File: config.mk
export PLATFORM = sky130hd
export DESIGN_NAME = pool_stream
export DESIGN_NICKNAME = d
export VERILOG_FILES = /design/src/rtl/pool_stream.sv
export SDC_FILE = /design/constraint.sdc
export NUM_CORES = 2
export LEC_CHECK = 0
export CAP_MARGIN = 20
export CORE_UTILIZATION = 35
export DETAILED_ROUTE_END_ITERATION = 8
export PLACE_DENSITY_LB_ADDON = 0.25
export SLEW_MARGIN = 25
export SYNTH_ARGS = -nofsm -noshare
export SYNTH_HDL_FRONTEND = slang
export SYNTH_SLANG_ARGS = --single-unit
File: constraint.sdc
create_clock -name clk -period 41 [get_ports clk]
set_clock_uncertainty 0.05 [all_clocks]
set_input_delay 6.15 -clock clk [delete_from_list [all_inputs] [get_ports clk]]
set_output_delay 6.15 -clock clk [all_outputs]
set_load 0.005 [all_outputs]
File: src/rtl/pool_stream.sv
// rtl/pool_stream.sv - lane-wise max/min/avg pooling over WIN-word groups with output FIFO
module pool_stream #(
    parameter int DW     = 8,
    parameter int LANES  = 16,
    parameter int WIN    = 2,
    parameter int DEPTH  = 8,
    parameter int SIGNED = 0
) (
    input  logic                      clk,
    input  logic                      rst,
    input  logic [1:0]                mode,
    input  logic                      DI_valid,
    output logic                      DI_ready,
    input  logic [DW*LANES-1:0]       DI,
    input  logic                      DI_last,
    output logic                      DO_valid,
    input  logic                      DO_ready,
    output logic [DW*LANES-1:0]       DO,
    output logic                      DO_last,
    output logic [$clog2(DEPTH):0]    fifo_level
);

    localparam int LW = $clog2(WIN);
    localparam int AW = DW + LW;
    localparam int PW = $clog2(DEPTH);
    localparam int WW = DW * LANES;

    typedef enum logic [1:0] {
        OP_MAX = 2'd0,
        OP_MIN = 2'd1,
        OP_AVG = 2'd2
    } op_e;

    logic [LW-1:0]             cnt_q;
    logic [LANES-1:0][AW-1:0]  acc_q, acc_d;
    logic [1:0]                op_q, op_d;
    logic [WW-1:0]             res_d;
    logic [WW:0]               mem_q [DEPTH];
    logic [PW-1:0]             wr_ptr_q, rd_ptr_q;
    logic [PW:0]               level_q;

    logic accept, close, pop, full;

    assign full     = (level_q == (PW+1)'(DEPTH));
    assign DI_ready = ~full;
    assign accept   = DI_valid & DI_ready;
    assign close    = accept & ((cnt_q == LW'(WIN - 1)) | DI_last);
    assign pop      = DO_valid & DO_ready;

    // The first word of a group seeds the accumulator and picks the operator.
    always_comb begin
        logic [AW-1:0] ext;
        logic [AW-1:0] nxt;
        logic [AW-1:0] shr;
        logic          gt;
        logic          lt;
        op_d  = (cnt_q == '0) ? mode : op_q;
        acc_d = acc_q;
        res_d = '0;
        for (int k = 0; k < LANES; k++) begin
            if (SIGNED != 0) begin
                ext = {{LW{DI[DW*k+DW-1]}}, DI[DW*k +: DW]};
                gt  = $signed(ext) > $signed(acc_q[k]);
                lt  = $signed(ext) < $signed(acc_q[k]);
            end else begin
                ext = {{LW{1'b0}}, DI[DW*k +: DW]};
                gt  = ext > acc_q[k];
                lt  = ext < acc_q[k];
            end
            if (cnt_q == '0) begin
                nxt = ext;
            end else begin
                case (op_d)
                    OP_MIN:  nxt = lt ? ext : acc_q[k];
                    OP_AVG:  nxt = acc_q[k] + ext;
                    default: nxt = gt ? ext : acc_q[k];
                endcase
            end
            // A short group still divides by WIN: missing words act as zeros.
            if (SIGNED != 0) begin
                shr = $signed(nxt) >>> LW;
            end else begin
                shr = nxt >> LW;
            end
            acc_d[k] = nxt;
            res_d[DW*k +: DW] = (op_d == OP_AVG) ? shr[DW-1:0] : nxt[DW-1:0];
        end
    end

    always_ff @(posedge clk) begin
        if (rst) begin
            cnt_q    <= '0;
            acc_q    <= '0;
            op_q     <= 2'd0;
            wr_ptr_q <= '0;
            rd_ptr_q <= '0;
            level_q  <= '0;
        end else begin
            if (accept) begin
                acc_q <= acc_d;
                op_q  <= op_d;
                cnt_q <= close ? '0 : cnt_q + LW'(1);
            end
            if (close) begin
                wr_ptr_q <= wr_ptr_q + PW'(1);
            end
            if (pop) begin
                rd_ptr_q <= rd_ptr_q + PW'(1);
            end
            case ({close, pop})
                2'b10:   level_q <= level_q + (PW+1)'(1);
                2'b01:   level_q <= level_q - (PW+1)'(1);
                default: level_q <= level_q;
            endcase
        end
    end

    always_ff @(posedge clk) begin
        if (close) begin
            mem_q[wr_ptr_q] <= {DI_last, res_d};
        end
    end

    assign DO_valid   = (level_q != '0);
    assign DO         = DO_valid ? mem_q[rd_ptr_q][WW-1:0] : '0;
    assign DO_last    = DO_valid & mem_q[rd_ptr_q][WW];
    assign fifo_level = level_q;

endmodule
==> Word level (Yosys, flattened, before mapping) <==
Memories as Yosys holds them, arrays and structs flattened. A register that Yosys moved wholly into a read port is not among the register bits.
Index checks and enable logic that the tools add are counted.
{ "op_classes": {"n_addsub": 21, "n_mul": 0, "div_mod_pow": 0, "magnitude_cmp": 32, "n_eq_ne": 5, "shift": 0, "n_mux": 88, "bitwise_logic": 6, "n_reduce_logical": 2} }
{ "ops": {"columns": ["cell", "count"], "rows": [
  ["2-to-1 mux 9 bit", 48],
  ["case mux 9 bit (2 select lines)", 16],
  ["adder 9 x 8 -> 9 bit", 16],
  ["> comparator 8 x 9 -> 1 bit", 16],
  ["less-than comparator 8 x 9 -> 1 bit", 16],
  ["2-to-1 mux 128 bit", 1],
  ["2-to-1 mux 8 bit", 16],
  ["case mux 4 bit (2 select lines)", 1],
  ["adder 3 x 1 -> 3 bit (second input constant)", 2],
  ["2-to-1 mux 3 bit", 2],
  ["adder 4 x 1 -> 4 bit (second input constant)", 1],
  ["bitwise AND 1 bit", 4],
  ["equality test 2 x 1 -> 1 bit (second input constant)", 2],
  ["equality test 2 bit (second input constant)", 2],
  ["equality test 4 bit (second input constant)", 1],
  ["nonzero test 4 bit", 1],
  ["subtractor 4 x 1 -> 4 bit (second input constant)", 1],
  ["2-to-1 mux 1 bit", 3],
  ["2-to-1 mux 2 bit", 1],
  ["nonzero test 2 bit", 1],
  ["adder 1 bit (second input constant)", 1],
  ["NOT 1 bit", 1],
  ["OR 1 bit", 1]
]} }
{ "totals": {"regBits": 157, "latch_bits": 0, "mem_bits_rw": 1032, "rom_bits": 0, "inputBits": 135, "word_cells": 176, "mem_count": 1} }
{ "memory_table": {"columns": ["memory", "depth", "word_bits", "rd", "rd_ports_with_merged_regs", "wr", "line", "source"], "rows": [
  ["mem_q", 8, 129, 1, 1, 1, "38", "logic [WW:0] mem_q [DEPTH];"]
]} }

==> Depth between registers and ports, before layout <==
{ "logic_depth": {"depth_word": 6, "ltp_mapped": 15, "depth_no_buf": 12} }

==> Worst setup path before layout <==
Ideal clock, no wire load.
{ "synth_path": {"path_type": "in2reg", "from": "in DI_valid", "to": "mem mem_q[0][0] in the netlist's numbering (enable)", "arrival_ns": 18.861, "t_required_ns": 40.017, "setup_slack_ns": 21.156, "cell_stages": 4, "n_path_buf": 0, "path_cell_list": "nand2_1 nor2_1 inv_1 nor4_1"} }
{ "synth_between": {"elab_chain_len": 4} }
{ "synth_lines": {"columns": ["element", "line", "source"], "rows": [
  ["start, declared", "12", "input logic DI_valid,"],
  ["bitwise AND 1 bit", "46", "assign accept = DI_valid & DI_ready;"],
  ["bitwise AND 1 bit", "47", "assign close = accept & ((cnt_q == LW'(WIN - 1)) | DI_last);"],
  ["2-to-1 mux 1 bit", "119", "if (close) begin"],
  ["2-to-1 mux 1 bit (implied by the code)", "120", "mem_q[wr_ptr_q] <= {DI_last, res_d};"],
  ["end, declared", "38", null]
]} }
No other way between the ends.

==> flow_metrics.env <==
export IMPL_yosys_area_share_adder_pct=6.08
export IMPL_grt_max_degree=117
export IMPL_finalSetupTns_ns=0
export IMPL_clk_pin_slew_worst_paths_ns=0.06
export IMPL_netlist_area_leader_share_pct=51.9
export IMPL_dr_pass1_iters=5
export IMPL_fin_util_pct=40.9
export IMPL_fill_cells=15610
export IMPL_multiInputGateArea_um2=23700
export IMPL_r2r_end="mem_q[0][61]"
export IMPL_fmax_mhz=84.6
export IMPL_p_leak_nw=23.0
export IMPL_clk_latency_ns=0.80
export IMPL_drv_slew=0
export IMPL_slew_headroom_pct=24.2
export IMPL_seqCellArea_um2=34200
export IMPL_synth_area_per_cell_um2=13.6
export IMPL_grt_antenna_before_repair=54
export IMPL_ys_flop_type="edfxtp_1"
export IMPL_synth_xor_area_share_pct=0.953
export IMPL_ys_types=88
export IMPL_io_pins=270
export IMPL_wirelength_um=179000
export IMPL_crit_path_cell_trace="buf_4 -> buf_4 -> buf_4 -> mux4_2 -> mux2i_1 -> nor2_1 -> clkdlybuf4s50_1"
export IMPL_wire_per_inst_um=25.8
export IMPL_post_place_ws_ns=29.51
export IMPL_yosys_area_share_simple_pct=6.98
export IMPL_critPathKind="register to output pin"
export IMPL_start_util_pct=35.3
export IMPL_ant_nets=0
export IMPL_cp_required_ns=34.80
export IMPL_worstPathArrival_ns=5.62
export IMPL_r2r_slack_ns=35.42
export IMPL_yosysSeqAreaShare_pct=57.2
export IMPL_fin_ws_ns=29.18
export IMPL_hold_depth=2
export IMPL_rsz0062_at_grt="no"
export IMPL_cts_resized_gates=0
export IMPL_r2r_cells=10
export IMPL_portBuffers=269
export IMPL_period_minus_slack_ns=11.82
export IMPL_worst_hold_path_type="register to register"
export IMPL_netlist_area_um2=59700
export IMPL_die_h_um=415
export IMPL_num_vias=39281
export IMPL_cp_num_buf_inv=4
export IMPL_yosysTopAreaCell="edfxtp_1"
export IMPL_period_share_pct=28.8
export IMPL_async_reset_ff_share_pct=0
export IMPL_synth_enable_flop_cells=1032
export IMPL_drtIter0Drc=3717
export IMPL_hold_path_end="op_q[1]"
export IMPL_cellPowerDensity_nw_per_um2=54.5
export IMPL_drv_cap=0
export IMPL_vdd_drop_max_v=0.0000803
export IMPL_yosysWarnings=0
export IMPL_cts_setup_buffers=0
export IMPL_die_area_um2=172000
export IMPL_cts_made_buffers=131
export IMPL_grt_usage_pct=20.5
export IMPL_die_x_um=415
export IMPL_synth_compound_area_share_pct=11.5
export IMPL_rows=151
export IMPL_area_delta_synth_final_pct=16.1
export IMPL_cpPeakStageDelay_ns=0.89
export IMPL_ctsHtreeMaxLevel=4
export IMPL_slowest_stage="dfxtp_4"
export IMPL_place_detailed_hpwl_um=113000
export IMPL_crit_top_cell="buf_4"
export IMPL_min_from="op_q[1]"
export IMPL_rr_startpoint="cnt_q"
export IMPL_ys_seq_elements=1192
export IMPL_syn_inst=4401
export IMPL_grt_pass1_wl_um=263000
export IMPL_cp_end_kind="output pin"
export IMPL_cts_hold_buf=0
export IMPL_setup_viol=0
export IMPL_vias_per_cell=5.65
export IMPL_root_buffer="clkbuf_16"
export IMPL_crit_family="buffers and inverters"
export IMPL_gp_congestion=0.857
export IMPL_clk_path_buf_depth=3
export IMPL_final_hold_violation_count=0
export IMPL_core_area_um2=169000
export IMPL_path_max_fanout=44
export IMPL_drive_gt1_share_pct=13.1
export IMPL_final_nets=5027
export IMPL_synth_mux_area_share_pct=13.9
export IMPL_critPathLaunchType="register"
export IMPL_cts_sinks=1192
export IMPL_drc_errors=0
export IMPL_syn_nets=4816
export IMPL_status="complete, no violations"
export IMPL_cts_tree="built"
export IMPL_worstMarginPinSlew_ns=1.11
export IMPL_grt_pass1_vias=39525
export IMPL_synth_top_family_by_area="multiplexers"
export IMPL_grt_overflow=0
export IMPL_synth_area_leaders="edfxtp_1, mux4_2, ha_1, dfxtp_1, mux2i_1"
-- where the power goes --
group          total, mW  switching, mW  internal [mW]
clock network       1.23          0.514          0.712
logic               1.09          0.608          0.484
registers           1.46         0.0414           1.42
total               3.78           1.16           2.62
-- through the flow --
stage	hold WS [ns]	instance area (um2)	power (mW)	instances
4_1_cts	0.455	69300	3.82	6938
3_5_place_dp	0.447	64800	2.59	6695
2_1_floorplan	0.421	59700	2.13	4401
3_3_place_gp	0.442	64800	2.59	6695
6_report	0.451	69400	3.78	6953
5_1_grt	0.476	69300	3.95	6949
-- worst register-to-register path, stage by stage, from the launching register on --
cell,delay [ns]
dfxtp_4,0.63
mux2i_1,0.47
ha_4,0.83
inv_6,0.37
buf_4,0.40
buf_4,0.41
or4_1,0.51
o2111ai_1,0.22
a211oi_1,0.11
or2_2,0.33
o32ai_1,0.89
-- worst max-delay path by stage --
stage | cells past startpoint | end | from
floorplan | 4 | mem_q[0][0] | DI_valid
global placement | 10 | mem_q[5][19] | mode[1]
detailed placement | 10 | mem_q[6][19] | mode[1]
CTS | 7 | DO[56] | register
global route | 7 | DO[56] | register
finish | 7 | DO[56] | register
-- final cells by class --
cell class | instances | share of cell area [%]
sequential | 1192 | 49.3
multi-input combinational | 2712 | 34.2
clock buffer | 163 | 5.05
timing repair buffer | 334 | 4.71
tap | 2218 | 4.00
clock inverter | 80 | 1.39
inverter | 241 | 1.31
antenna | 13 | 0.0469
-- cell usage in the layout, fill, tap and decap left out, types with 21 or more instances in the layout --
master              n
clkinv_2           21
edfxtp_1         1032
a221oi_1           30
clkbuf_1           26
a211oi_1           76
dfxtp_1           156
o221ai_1           29
clkbuf_16         135
or3_1              22
mux4_2            258
a21o_1             23
o21ai_0           173
mux2i_1           233
a22oi_1            64
o32ai_1            58
inv_1             237
nor2_1            307
clkdlybuf4s50_1   268
a21oi_1           222
nand2_1           136
buf_4              60
xnor2_1            35
a21boi_0           26
nand3_1            93
ha_1              261
xor2_1             30
and3_1             30
nor3_1             75
o211ai_1           22
nor2b_1            68
-- state kept, by name, summed over array words and instances (netlist names), named ones only --
name and flops:
acc_q 144, cnt_q 1, fifo_level 4, mem_q 1032
op_q 2, rd_ptr_q 3, wr_ptr_q 3
-- layer usage --
layer / global-route usage [%] / vias to the layer above / share of wire [%]
met5: 0 / - / 0.10
met4: 6.33 / 30 / 2.6
met3: 4.01 / 326 / 6.1
met2: 33.7 / 1261 / 48
met1: 27.2 / 20014 / 43
li1: - / 17650 / -
-- logic make-up after synthesis --
group / after synthesis
flops: 1192
compound gates: 1001
simple gates: 860
mux: 506
buf+inv: 497
fa+ha+maj: 280
xor+xnor: 65
-- cell usage after synthesis (69+ instances only) --
master / n
o21ai_0: 173
inv_1: 239
mux2i_1: 233
ha_1: 263
clkbuf_1: 158
nand3_1: 93
nor2b_1: 69
nor2_1: 312
edfxtp_1: 1032
nand2_1: 140
nor3_1: 79
a211oi_1: 76
mux4_2: 258
dfxtp_1: 160
a21oi_1: 222
No activity file was read; power rests on OpenSTA's default activity.
